File: src/rtl/qpi_mem_arbiter_if.sv
// Bus bundle between NREQ QPI requesters, the round-robin arbiter and the shared downstream port.
// The arbiter connects through the slave modport; the master modport is the requesters' and adapter's view.
interface qpi_mem_arbiter_if #(
    parameter int NREQ = 2,
    parameter int AW   = 25
);
    logic [NREQ-1:0]    s_do_read;
    logic [NREQ-1:0]    s_do_write;
    logic [NREQ*AW-1:0] s_addr;
    logic [NREQ*32-1:0] s_wdata;
    logic [31:0]        s_rdata;
    logic [NREQ-1:0]    s_next_word;
    logic [NREQ-1:0]    s_is_idle;

    logic               m_do_read;
    logic               m_do_write;
    logic [AW-1:0]      m_addr;
    logic [31:0]        m_wdata;
    logic [31:0]        m_rdata;
    logic               m_next_word;
    logic               m_is_idle;

    modport slave (
        input  s_do_read, s_do_write, s_addr, s_wdata,
        output s_rdata, s_next_word, s_is_idle,
        output m_do_read, m_do_write, m_addr, m_wdata,
        input  m_rdata, m_next_word, m_is_idle
    );

    modport master (
        output s_do_read, s_do_write, s_addr, s_wdata,
        input  s_rdata, s_next_word, s_is_idle,
        input  m_do_read, m_do_write, m_addr, m_wdata,
        output m_rdata, m_next_word, m_is_idle
    );
endinterface

File: src/rtl/qpi_mem_arbiter.sv
// Round-robin arbiter sharing one QPI memory port between NREQ requesters.
// A grant lasts a whole burst and is released only after the downstream port reports idle.
module qpi_mem_arbiter #(
    parameter int NREQ = 2,
    parameter int AW   = 25
) (
    input  logic                clk,
    input  logic                rst,
    qpi_mem_arbiter_if.slave    bus,
    output logic [1:0]          owner,
    output logic                busy
);
    localparam logic [1:0] ST_IDLE  = 2'd0;
    localparam logic [1:0] ST_GRANT = 2'd1;
    localparam logic [1:0] ST_DRAIN = 2'd2;

    logic [1:0]      r_state;
    logic [1:0]      r_owner;
    logic [1:0]      r_rrPtr;

    logic [NREQ-1:0] w_req;
    logic            w_found;
    logic [1:0]      w_pick;
    logic            w_ownRead;
    logic            w_ownWrite;
    logic [AW-1:0]   w_ownAddr;
    logic [31:0]     w_ownWdata;
    logic [1:0]      w_nextPtr;
    logic            w_grant;

    assign w_req   = bus.s_do_read | bus.s_do_write;
    assign w_grant = (r_state == ST_GRANT);

    // Scan from rr_ptr upward; descending k lets the nearest requester overwrite farther ones.
    always_comb begin
        w_found = 1'b0;
        w_pick  = 2'd0;
        for (int k = NREQ - 1; k >= 0; k--) begin
            for (int i = 0; i < NREQ; i++) begin
                if (w_req[i] && (((int'(r_rrPtr) + k) % NREQ) == i)) begin
                    w_found = 1'b1;
                    w_pick  = 2'(i);
                end
            end
        end
    end

    always_comb begin
        w_ownRead  = 1'b0;
        w_ownWrite = 1'b0;
        w_ownAddr  = '0;
        w_ownWdata = '0;
        for (int i = 0; i < NREQ; i++) begin
            if (r_owner == 2'(i)) begin
                w_ownRead  = bus.s_do_read[i];
                w_ownWrite = bus.s_do_write[i];
                w_ownAddr  = bus.s_addr[i*AW +: AW];
                w_ownWdata = bus.s_wdata[i*32 +: 32];
            end
        end
    end

    assign w_nextPtr = (int'(r_owner) == NREQ - 1) ? 2'd0 : r_owner + 2'd1;

    always_ff @(posedge clk) begin
        if (rst) begin
            r_state <= ST_IDLE;
            r_owner <= 2'd0;
            r_rrPtr <= 2'd0;
        end else begin
            case (r_state)
                ST_IDLE: begin
                    if (w_found) begin
                        r_owner <= w_pick;
                        r_state <= ST_GRANT;
                    end
                end
                ST_GRANT: begin
                    if (!w_ownRead && !w_ownWrite) begin
                        r_state <= ST_DRAIN;
                        r_rrPtr <= w_nextPtr;
                    end
                end
                ST_DRAIN: begin
                    if (bus.m_is_idle) r_state <= ST_IDLE;
                end
                default: r_state <= ST_IDLE;
            endcase
        end
    end

    // Only the owner's strobes reach the port; waiting requesters see not-idle until served.
    always_comb begin
        bus.s_next_word = '0;
        bus.s_is_idle   = '0;
        for (int i = 0; i < NREQ; i++) begin
            if (r_owner == 2'(i) && r_state != ST_IDLE) begin
                bus.s_next_word[i] = w_grant & bus.m_next_word;
                bus.s_is_idle[i]   = bus.m_is_idle & (r_state == ST_DRAIN);
            end else begin
                bus.s_is_idle[i]   = ~w_req[i];
            end
        end
    end

    assign bus.m_do_read  = w_grant & w_ownRead;
    assign bus.m_do_write = w_grant & w_ownWrite;
    assign bus.m_addr     = w_ownAddr;
    assign bus.m_wdata    = w_ownWdata;
    assign bus.s_rdata    = bus.m_rdata;

    assign owner = r_owner;
    assign busy  = (r_state != ST_IDLE);
endmodule

File: src/flat_wrapper.sv
// flat-port wrapper written by rule: the top's interface ports become plain ports
module qpi_mem_arbiter_flat 
#(
    parameter int NREQ = 2,
    parameter int AW   = 25
)
  (clk, rst, owner, busy, bus_s_do_read, bus_s_do_write, bus_s_addr, bus_s_wdata, bus_s_rdata, bus_s_next_word, bus_s_is_idle, bus_m_do_read, bus_m_do_write, bus_m_addr, bus_m_wdata, bus_m_rdata, bus_m_next_word, bus_m_is_idle);
  qpi_mem_arbiter_if #(.NREQ(NREQ), .AW(AW)) bus_i ();
  input  logic clk;
  input  logic rst;
  output logic [1:0] owner;
  output logic busy;
  input wire logic [$bits(bus_i.s_do_read)-1:0] bus_s_do_read;
  input wire logic [$bits(bus_i.s_do_write)-1:0] bus_s_do_write;
  input wire logic [$bits(bus_i.s_addr)-1:0] bus_s_addr;
  input wire logic [$bits(bus_i.s_wdata)-1:0] bus_s_wdata;
  output wire logic [$bits(bus_i.s_rdata)-1:0] bus_s_rdata;
  output wire logic [$bits(bus_i.s_next_word)-1:0] bus_s_next_word;
  output wire logic [$bits(bus_i.s_is_idle)-1:0] bus_s_is_idle;
  output wire logic [$bits(bus_i.m_do_read)-1:0] bus_m_do_read;
  output wire logic [$bits(bus_i.m_do_write)-1:0] bus_m_do_write;
  output wire logic [$bits(bus_i.m_addr)-1:0] bus_m_addr;
  output wire logic [$bits(bus_i.m_wdata)-1:0] bus_m_wdata;
  input wire logic [$bits(bus_i.m_rdata)-1:0] bus_m_rdata;
  input wire logic [$bits(bus_i.m_next_word)-1:0] bus_m_next_word;
  input wire logic [$bits(bus_i.m_is_idle)-1:0] bus_m_is_idle;
  assign bus_i.s_do_read = bus_s_do_read;
  assign bus_i.s_do_write = bus_s_do_write;
  assign bus_i.s_addr = bus_s_addr;
  assign bus_i.s_wdata = bus_s_wdata;
  assign bus_s_rdata = bus_i.s_rdata;
  assign bus_s_next_word = bus_i.s_next_word;
  assign bus_s_is_idle = bus_i.s_is_idle;
  assign bus_m_do_read = bus_i.m_do_read;
  assign bus_m_do_write = bus_i.m_do_write;
  assign bus_m_addr = bus_i.m_addr;
  assign bus_m_wdata = bus_i.m_wdata;
  assign bus_i.m_rdata = bus_m_rdata;
  assign bus_i.m_next_word = bus_m_next_word;
  assign bus_i.m_is_idle = bus_m_is_idle;
  qpi_mem_arbiter #(.NREQ(NREQ), .AW(AW)) u_core (.clk(clk), .rst(rst), .bus(bus_i), .owner(owner), .busy(busy));
endmodule
File: config.mk
export PLATFORM = sky130hd
export DESIGN_NAME = qpi_mem_arbiter_flat
export DESIGN_NICKNAME = d
export VERILOG_FILES = /design/src/rtl/qpi_mem_arbiter_if.sv /design/src/rtl/qpi_mem_arbiter.sv /design/src/flat_wrapper.sv
export SDC_FILE = /design/constraint.sdc
export NUM_CORES = 1
export LEC_CHECK = 0
export BUFFER_PORTS_ARGS = -buffer_cell sky130_fd_sc_hd__buf_2
export CAP_MARGIN = 20
export CORE_AREA = 10 10 90 92
export DETAILED_ROUTE_END_ITERATION = 8
export DIE_AREA = 0 0 100 102
export PLACE_DENSITY = 0.79
export SLEW_MARGIN = 15
export SYNTH_ARGS = -nofsm -noshare
export SYNTH_HDL_FRONTEND = slang
export SYNTH_SLANG_ARGS = --single-unit
export TNS_END_PERCENT = 30
File: constraint.sdc
create_clock -name clk -period 1.6 [get_ports clk]
set_input_delay 0.16 -clock clk [delete_from_list [all_inputs] [get_ports clk]]
set_output_delay 0.16 -clock clk [all_outputs]
set_load 0.05 [all_outputs]
Word level (Yosys, flattened, before mapping)
Index checks and enable logic that the tools add are counted.
W data, S select, Z words.

word-level totals
  bits in latches = 0
  output and inout port bits = 98
  RAM bits = 0
  input bits = 154
  register bits after elaboration = 4
  word-level logic and storage cells = 62
  bits in read-only memories = 0
  memories kept = 0

operators by class
  eq/ne operators = 8
  magnitude comparators = 0
  div/mod/pow operators = 0
  reduce and logical (&&, ||, !) cells = 17
  mux-type cells = 24
  bitwise logic cells = 8
  shifts and indexed selects = 0
  $mul = 0
  add/subtract/negate cells = 2

operator list
  operator               number
  $logic_not A32 Y1      2
  $mux W32               2
  $mux W25               2
  $mux W1                16
  $logic_and A1 B1 Y1    7
  $mux W2                3
  $pmux W2 S3            1
  $and A1 B1 Y1          4
  $eq A2 B2 Y1 const B   2
  $logic_not A2 Y1       2
  $ne A2 B2 Y1 const B   2
  $reduce_and A2 Y1      2
  $reduce_and A3 Y1      1
  $add A1 B1 Y1 const B  2
  $eq A1 B1 Y1 const B   2
  $eq A2 B1 Y1 const B   1
  $logic_not A1 Y1       2
  $ne A2 B1 Y1 const B   1
  $not A1 Y1             2
  $or A2 B2 Y2           1
  $reduce_bool A2 Y1     1
  $and A1 B1 Y1 const A  1

Longest topological paths before layout
Gate-level depths: netlist (run 1).

  depth in word-level cells = 10
  mapped depth = 5
  depth with buffers taken out = 4

Worst setup path after synthesis (run 1)
OpenSTA, ideal clock, no wires.

  path type = reg2out
  start = reg u_core.r_owner[0] (netlist: u_core.owner[0])
  end = out bus_s_is_idle[1]
  data arrival time = 2.226 ns
  slack = -0.786 ns
  path buffers = 3
  required time = 1.440 ns
  cell stages (with the launch flop) = 5
  cells stage by stage = dfxtp_1 > buf_2 > buf_6 > buf_6 > o32ai_1

between the ends
  cells in the longest elaborated chain, start to end = 3

ends and longest elaborated chain
  what                    RTL line               text
  from (decl)             qpi_mem_arbiter.sv:18  logic [1:0] r_owner;
  from (signal assigned)  qpi_mem_arbiter.sv:74  r_owner <= w_pick;
  $eq A1 B1 Y1            qpi_mem_arbiter.sv:97  if (r_owner == 2'(i) && r_state != ST_IDLE) begin
  $logic_and A1 B1 Y1     qpi_mem_arbiter.sv:97
  $mux W1                 qpi_mem_arbiter.sv:97
  to (decl)               flat_wrapper.sv:19     output wire logic [$bits(bus_i.s_is_idle)-1:0] bus_s_is_idle;

No other way between the ends.

Final worst setup path (run 1)
  start = reg u_core.r_owner[0] (netlist: u_core.owner[0])
  end = out bus_m_wdata[23]

between the ends
  cells in the longest elaborated chain, start to end = 3
  elaborated cells on any way between the ends = 4
  classes of those cells = eq/ne: 1; mux: 2; reduce/logical: 1

ends and longest elaborated chain
  what              RTL line               text
  $logic_not A2 Y1  qpi_mem_arbiter.sv:54  if (r_owner == 2'(i)) begin
  $mux W32          qpi_mem_arbiter.sv:54
  $mux W32 *        qpi_mem_arbiter.sv:54
  to (decl)         flat_wrapper.sv:23     output wire logic [$bits(bus_i.m_wdata)-1:0] bus_m_wdata;

Every way passes the cells marked *; elsewhere a longest branch is shown, timed or not.

==> flow_summary.toml, run 1 <==
[pwr]
power_density_mw_per_mm2 = 651
power_mw = 1.39
leakage_nw = 1.11
ir_worst_vdd_mv = 0.295

[synthesis]
synth_flop_cell = "dfxtp_1"
synth_cells = 139
synth.area.top_cells = "mux2_2 (48%), buf_4 (20%), dfxtp_1 (6.3%), mux2_4 (3.5%), buf_2 (2.4%)"
synth_top_cell_by_area = "mux2_2"
yosys_warnings = 0
syn_area_per_cell_um2 = 9.15
synth_edf_count = 0
synth_area_mm2 = 0.00127
syn_nets = 293
synth-async-reset-ratio = 0
synth_seq_cells = 4
synthDistinctLibCells = 26
yosysSeqAreaShare = 0.0630
synth.top_cell.area_share = 0.478

[final_layout]
final_common_cell = "buf_2"
seq_area_um2 = 81.3
nets = 445
final_util = 0.339
nFillCells = 654
syn_to_final_growth_pct = 67.6
layout.cells.non_filler = 366
multi_input_area_um2 = 917
drive_gt1_frac = 0.896
diodes = 0
most-common-layout-cells = "buf_2 (184), mux2_2 (54), nor2_1 (4), nor3_1 (4)"

[placed_design]
place_hpwl_mm = 6.30
numPortBuffers = 186
dp_slack_ns = 0.224
placed_cells = 363
gp_congestion = 0.804

[worst_hold_path]
hold_class = "input pin to register"
whs_path_depth = 2
hp-start = "rst"
min_delay_worst_endpoint = "u_core.owner[0]$_SDFFE_PP0P_"

[cts]
cts_hold_buf = 0
cts_tree = "built"
path_clk_slew_ns = 0.03
clockRootBuffer = "clkbuf_8"
cts_buffer_depth = 2
clk_latency_ns = 0.21
h-tree-depth = 1
cts_setup_buffers = 0
cts_buffers = 3
cts.sinks = 4

[route]
ant_nets = 0
drcViolationCount = 0
drt_wl_total_mm = 6.93
first_iter_violations = 55
dr.pass1.iters = 4
viasPerCell = 4.45
vias = 1627
routedWlPerCell_um = 18.9

[critical_path]
reg2reg_depth = 3
cp.required_ns = 1.44
crit_path_end_kind = "primary output"
critPathMaxFanout = 38
r2r_slack_ns = 0.28
worstSetupStartpointType = "register"
reg2reg_to = "u_core.r_rrPtr[0]$_SDFFE_PP0P_"
path_class = "register to primary output"
crit_slowest_cell = "mux2_2"
arrival_ns = 1.43
r2r_start = "u_core.r_state[1]$_SDFFE_PP0P_"
path_cells = "buf_12 -> mux2_2 -> buf_2"
cpPeakStageDelay_ns = 0.38

[floorplanning]
die_w_um = 100
coreArea_mm2 = 0.00628
row_count = 29
dieArea_mm2 = 0.0102
start_util = 0.203
fp.dieH_um = 102
io_pins = 252

[grt]
grt_pass1_wl_mm = 9.38
grt_overflow = 0
grt_use_total = 0.114
grt_max_degree = 39
antenna_found_initial = 0
grt_pass1_vias = 1658

[timing]
hold_viol = 0
fin_worst_skew_ns = 0.000814
setup_ws_ns = 0.0128
slew_viol_final = 0
post-route-period-util = 0.992
rsz0062_at_grt = "true"
hold_slack_ns = 0.185
setup_viol = 0
min_period_ns = 1.59
fmax_mhz = 630

[job]
maxCapViolCount = 0

[status]
outcome = "finished, final reports clean"
[stage by stage]
step | setup TNS, ns | area [um^2]
final | 0 | 2130
after global routing | -0.174 | 2130
after CTS | 0 | 2120
after detailed placement | 0 | 2080
after global placement | 0 | 2080
after floorplan | 0 | 1310
[cell usage after synthesis, types with 3 or more instances]
master and n:
a21oi_1 3, dfxtp_1 4, mux2_4 3, nor2_1 6
nor3_1 4, buf_2 6, buf_4 34, mux2_2 54
[metal layers]
layer,track usage,share of wire,routed length (um)
met5,0,0,0
met3,0.0607,0.14,995
met1,0.115,0.35,2440
met4,0.0348,0.013,92
met2,0.201,0.49,3400
[power breakdown]
part	internal [mW]	total, mW	switching (mW)
logic	0.357	1.06	0.704
registers	0.107	0.117	0.0101
clock network	0.160	0.209	0.0489
[final cells by class]
cell class,count,share of cell area
clock buffers,3,0.0194
inverters,2,0.00352
multi-input cells,91,0.430
flip-flops and latches,4,0.0382
well taps,77,0.0452
repair buffers,189,0.463
[how the worst max path moves through the flow]
| stage | from | to | slack [ns] | cells after the start |
|---|---|---|---|---|
| after global placement | u_core.owner[0]$_SDFFE_PP0P_ | bus_s_is_idle[1] | 0.26 | 4 |
| after CTS | u_core.owner[0]$_SDFFE_PP0P_ | bus_m_wdata[2] | 0.01 | 3 |
| after detailed placement | u_core.owner[0]$_SDFFE_PP0P_ | bus_s_is_idle[1] | 0.22 | 4 |
| after floorplan | u_core.owner[0]$_SDFFE_PP0P_ | bus_s_is_idle[1] | 0.009 | 5 |
| final | u_core.owner[0]$_SDFFE_PP0P_ | bus_m_wdata[23] | 0.01 | 3 |
| after global routing | u_core.owner[0]$_SDFFE_PP0P_ | bus_m_wdata[23] | -0.01 | 3 |
[timing repair]
| item | 4_1_cts | 5_1_grt |
|---|---|---|
| resized for setup | 1 | 4 |
| gates cloned | 0 | 0 |
| endpoints found under the setup margin | 1 | 23 |
| pin swaps | 0 | 0 |
[cell families (layout without fill, tap and decap cells)]
kind of cell | after synthesis | after routing | share of synthesized area
AOI/OAI and AO/OA | 13 | 13 | 0.0778
muxes | 59 | 59 | 0.530
other | 1 | 1 | 0.00295
buffers and inverters | 44 | 194 | 0.248
and+or+nand+nor | 18 | 18 | 0.0788
DFF | 4 | 4 | 0.0630
[registers in the layout, summed over array words and instances, names as in the netlist]
register / count
u_core.r_rrPtr: 1
u_core.r_state: 2
u_core.owner: 1
[critical path: cells and delay by family (launching register included)]
family / cells / cell delay (ns)
multiplexers: 1 / 0.38
buffers and inverters: 2 / 0.46
flip-flops: 1 / 0.36
Power figures use the tool's default switching activity.
==> inputs of run 2 (changes only) <==
Settings changed: CTS_BUF_LIST set to sky130_fd_sc_hd__clkbuf_4.
==> flow_summary.toml, run 2 (same netlist as run 1, synthesis figures left out) <==
[status]
outcome = "finished, final reports clean"

[final_layout]
final_common_cell = "buf_2"
largest-register = "u_core.r_state"
nets = 447
drive_gt1_frac = 0.904
largest_reg_flops = 2
syn_to_final_growth_pct = 76.0
final_util = 0.356
layout.cells.non_filler = 368
nFillCells = 649
most-common-layout-cells = "buf_2 (173), mux2_2 (54), buf_6 (11)"
diodes = 0

[timing]
fmax_mhz = 635
setup_viol = 0
post-route-period-util = 0.984
rsz0062_at_grt = "true"
setup_ws_ns = 0.0258
fin_worst_skew_ns = 0.0000584
min_period_ns = 1.57
hold_viol = 0
slew_viol_final = 0

[cts]
clockRootBuffer = "clkbuf_4"
path_clk_slew_ns = 0.04
cts_tree = "built"
cts_buffers = 3
cts.sinks = 4
cts_hold_buf = 0
clk_latency_ns = 0.23
h-tree-depth = 1
cts_buffer_depth = 2

[critical_path]
cp-startpoint = "u_core.owner[0]$_SDFFE_PP0P_"
cpPeakStageDelay_ns = 0.40
critPathMaxFanout = 19
path_buf_inv = 2
worst-path-stages = 3
arrival_ns = 1.41
path_cells = "clkbuf_16 -> mux2_2 -> buf_2"
r2r_start = "u_core.r_state[1]$_SDFFE_PP0P_"
crit_family = "buffers and inverters"
crit_path_end_kind = "primary output"
crit_slowest_cell = "dfxtp_4"
path_class = "register to primary output"
worstSetupStartpointType = "register"
cp.required_ns = 1.44
reg2reg_depth = 3

[floorplanning]
io_pins = 252
coreArea_mm2 = 0.00628
die_w_um = 100
dieArea_mm2 = 0.0102
start_util = 0.203
row_count = 29
fp.dieH_um = 102

[grt]
grt_max_degree = 39
antenna_found_initial = 0
grt_overflow = 0
grt_pass1_wl_mm = 9.35
grt_use_total = 0.114
grt_pass1_vias = 1656

[placed_design]
placed_cells = 363
dp_slack_ns = 0.224
place_hpwl_mm = 6.30
gp_congestion = 0.804
numPortBuffers = 186

[route]
viasPerCell = 4.48
first_iter_violations = 79
routedWlPerCell_um = 19.9
drt_wl_total_mm = 7.32
ant_nets = 0
dr.pass1.iters = 4
drcViolationCount = 0
vias = 1649

[pwr]
power_density_mw_per_mm2 = 608
ir_worst_vdd_mv = 0.310
leakage_nw = 1.15

[worst_hold_path]
hp-start = "rst"
hold_class = "input pin to register"
whs_path_depth = 2

[job]
maxCapViolCount = 0
[run 2: changes by cell type in the layout (fill, tap and decap cells not counted), sizes merged]
cell,delta
clkbuf,+2
[run 2: where the power goes]
part           total [mW]  switching [mW]  leakage, nW  internal (mW)
Combinational        1.11           0.714         1.10          0.398
Sequential          0.120          0.0129       0.0341          0.107
Clock               0.128          0.0437       0.0138         0.0841
[run 2: stage by stage]
step / instance area (um^2) / power [mW] / TNS, ns / hold slack [ns]
2_1_floorplan: 1310 / 1.09 / 0 / 0.222
3_3_place_gp: 2080 / 1.17 / 0 / 0.320
3_5_place_dp: 2080 / 1.18 / 0 / 0.320
4_1_cts: 2130 / 1.34 / 0 / 0.144
5_1_grt: 2240 / 1.43 / -0.0585 / 0.153
6_report: 2240 / 1.36 / 0 / 0.159
[run 2: timing repair]
| item | 4_1_cts | 5_1_grt |
|---|---|---|
| pin swaps | 0 | 0 |
| gates resized for setup | 13 | 15 |
| setup buffers | 0 | 0 |
| gates cloned | 0 | 2 |
| setup endpoints to repair | 13 | 42 |
[run 2: path summary, 6_finish.rpt]
kind                                                        to  slack (ns)
worst max-delay path                           bus_m_wdata[29]        0.03
worst min-delay path            u_core.r_state[1]$_SDFFE_PP0P_        0.16
worst max register to register  u_core.r_rrPtr[0]$_SDFFE_PP0P_        0.36
worst min register to register  u_core.r_rrPtr[0]$_SDFFE_PP0P_        0.54
[run 2: metal layers]
metal / vias up / global-route usage / share of wire
li1: 769 / - / -
met1: 740 / 0.114 / 0.37
met2: 130 / 0.200 / 0.49
met3: 10 / 0.0621 / 0.13
met4: 0 / 0.0326 / 0.016
met5: - / 0 / 0
[run 2: final cells by class]
| cell class | instances | area, um^2 | share of cell area |
|---|---|---|---|
| inverters | 2 | 7.51 | 0.00336 |
| flip-flops and latches | 4 | 85.1 | 0.0380 |
| well taps | 77 | 96.3 | 0.0431 |
| repair buffers | 191 | 1100 | 0.493 |
| clock buffers | 3 | 22.5 | 0.0101 |
| multi-input cells | 91 | 923 | 0.413 |
==> inputs of run 3 (changes only) <==
Settings changed: PLACE_DENSITY 0.79 to 0.73.
==> flow_summary.toml, run 3 (same netlist as run 1, synthesis figures left out) <==
[final_layout]
diodes = 0
syn_to_final_growth_pct = 78.3
largest-register = "u_core.r_state"
fin_area_mm2 = 0.00227
largest_reg_flops = 2
drive_gt1_frac = 0.910
most-common-layout-cells = "buf_2 (157), mux2_2 (53), buf_4 (21)"
nets = 446
layout.cells.non_filler = 367
final_common_cell = "buf_2"

[worst_hold_path]
hold_class = "input pin to register"

[grt]
grt_max_degree = 44
use_met3 = 0.0513
grt.met2_usage = 0.216
grt_pass1_wl_mm = 9.49
grt_overflow = 0
met1_usage = 0.112
antenna_found_initial = 0
grt_use_total = 0.115
grt_pass1_vias = 1656
grt-busiest-layer = "met2"

[floorplanning]
row_count = 29
start_util = 0.203
dieArea_mm2 = 0.0102
fp.dieH_um = 102
io_pins = 252
coreArea_mm2 = 0.00628
die_w_um = 100

[timing]
slew_viol_final = 0
fin_worst_skew_ns = 0.00121
post-route-period-util = 0.969
setup_ws_ns = 0.0497
rsz0062_at_grt = "true"
fmax_mhz = 645
setup_viol = 0
min_period_ns = 1.55
hold_viol = 0

[critical_path]
crit_slowest_cell = "dfxtp_4"
cp.required_ns = 1.44
critPathMaxFanout = 22
r2r_slack_ns = 0.37
path_class = "register to primary output"
arrival_ns = 1.39
path_cells = "buf_12 -> mux2_2 -> buf_4"
cpPeakStageDelay_ns = 0.40
worstSetupStartpointType = "register"
crit_path_end_kind = "primary output"

[route]
ant_nets = 0
drt_wl_total_mm = 7.17
vias = 1596
drcViolationCount = 0
dr.pass1.iters = 5
first_iter_violations = 65
routedWlPerCell_um = 19.5
viasPerCell = 4.35

[placed_design]
numPortBuffers = 186
place_hpwl_mm = 6.10
gp_congestion = 0.738
postPlaceCellArea_mm2 = 0.00207
dp_slack_ns = 0.184
placed_cells = 362

[status]
outcome = "finished, final reports clean"

[cts]
path_clk_slew_ns = 0.04
h-tree-depth = 1
cts.sinks = 4
cts_buffer_depth = 2
clk_latency_ns = 0.23
cts_tree = "built"
cts_buffers = 3
clockRootBuffer = "clkbuf_4"
cts_setup_buffers = 0

[job]
maxCapViolCount = 0

[pwr]
power_density_mw_per_mm2 = 605
leakage_nw = 1.16
ir_worst_vdd_mv = 0.312
run 3: worst paths after layout:
path,depth (start not counted),start,endpoint
setup / recovery,3,u_core.owner[0]$_SDFFE_PP0P_,bus_m_addr[19]
hold / removal,2,rst,u_core.r_state[1]$_SDFFE_PP0P_
setup reg to reg,3,u_core.r_state[1]$_SDFFE_PP0P_,u_core.r_rrPtr[0]$_SDFFE_PP0P_
hold reg to reg,1,u_core.r_state[1]$_SDFFE_PP0P_,u_core.r_state[0]$_SDFFE_PP0P_
run 3: critical path, delay by kind of cell (launching register included):
family   cells  cell delay (ns)
flops        1             0.40
buf+inv      2             0.38
mux          1             0.37
run 3: through the flow:
| step | power, mW | hold WS [ns] | setup TNS (ns) | util |
|---|---|---|---|---|
| 2_1_floorplan | 1.09 | 0.222 | 0 | - |
| 3_3_place_gp | 1.17 | 0.320 | 0 | 0.330 |
| 3_5_place_dp | 1.18 | 0.320 | 0 | 0.330 |
| 4_1_cts | 1.35 | 0.142 | -0.0110 | 0.346 |
| 5_1_grt | 1.45 | 0.150 | -0.00697 | 0.361 |
| 6_report | 1.37 | 0.149 | 0 | 0.361 |
run 3: repair_timing:
action / in CTS / in global routing
gates resized for setup: 31 / 14
endpoints found under the setup margin: 31 / 36
gates cloned: 0 / 2
endpoints found under the hold margin: 0 / 0
hold buffers: 0 / 0
run 3: layer usage:
metal	up-vias	share of wire	wire length [um]
li1	767	-	-
met3	4	0.13	919
met4	0	0.0039	28
met5	-	0	0
met1	711	0.34	2460
met2	114	0.52	3760
run 3: layout make-up:
class	instances	area [um^2]
Fill cell	621	4010
Tap cell	77	96.3
Timing Repair Buffer	190	1120
Multi-Input combinational cell	91	931
Sequential cell	4	86.3
Clock buffer	3	22.5
Inverter	2	7.51
run 3: report_power, final:
group	leakage [nW]	switching (mW)	internal, mW
Combinational	1.11	0.713	0.414
Sequential	0.0342	0.0156	0.107
Clock	0.0138	0.0384	0.0837
Total	1.16	0.767	0.605
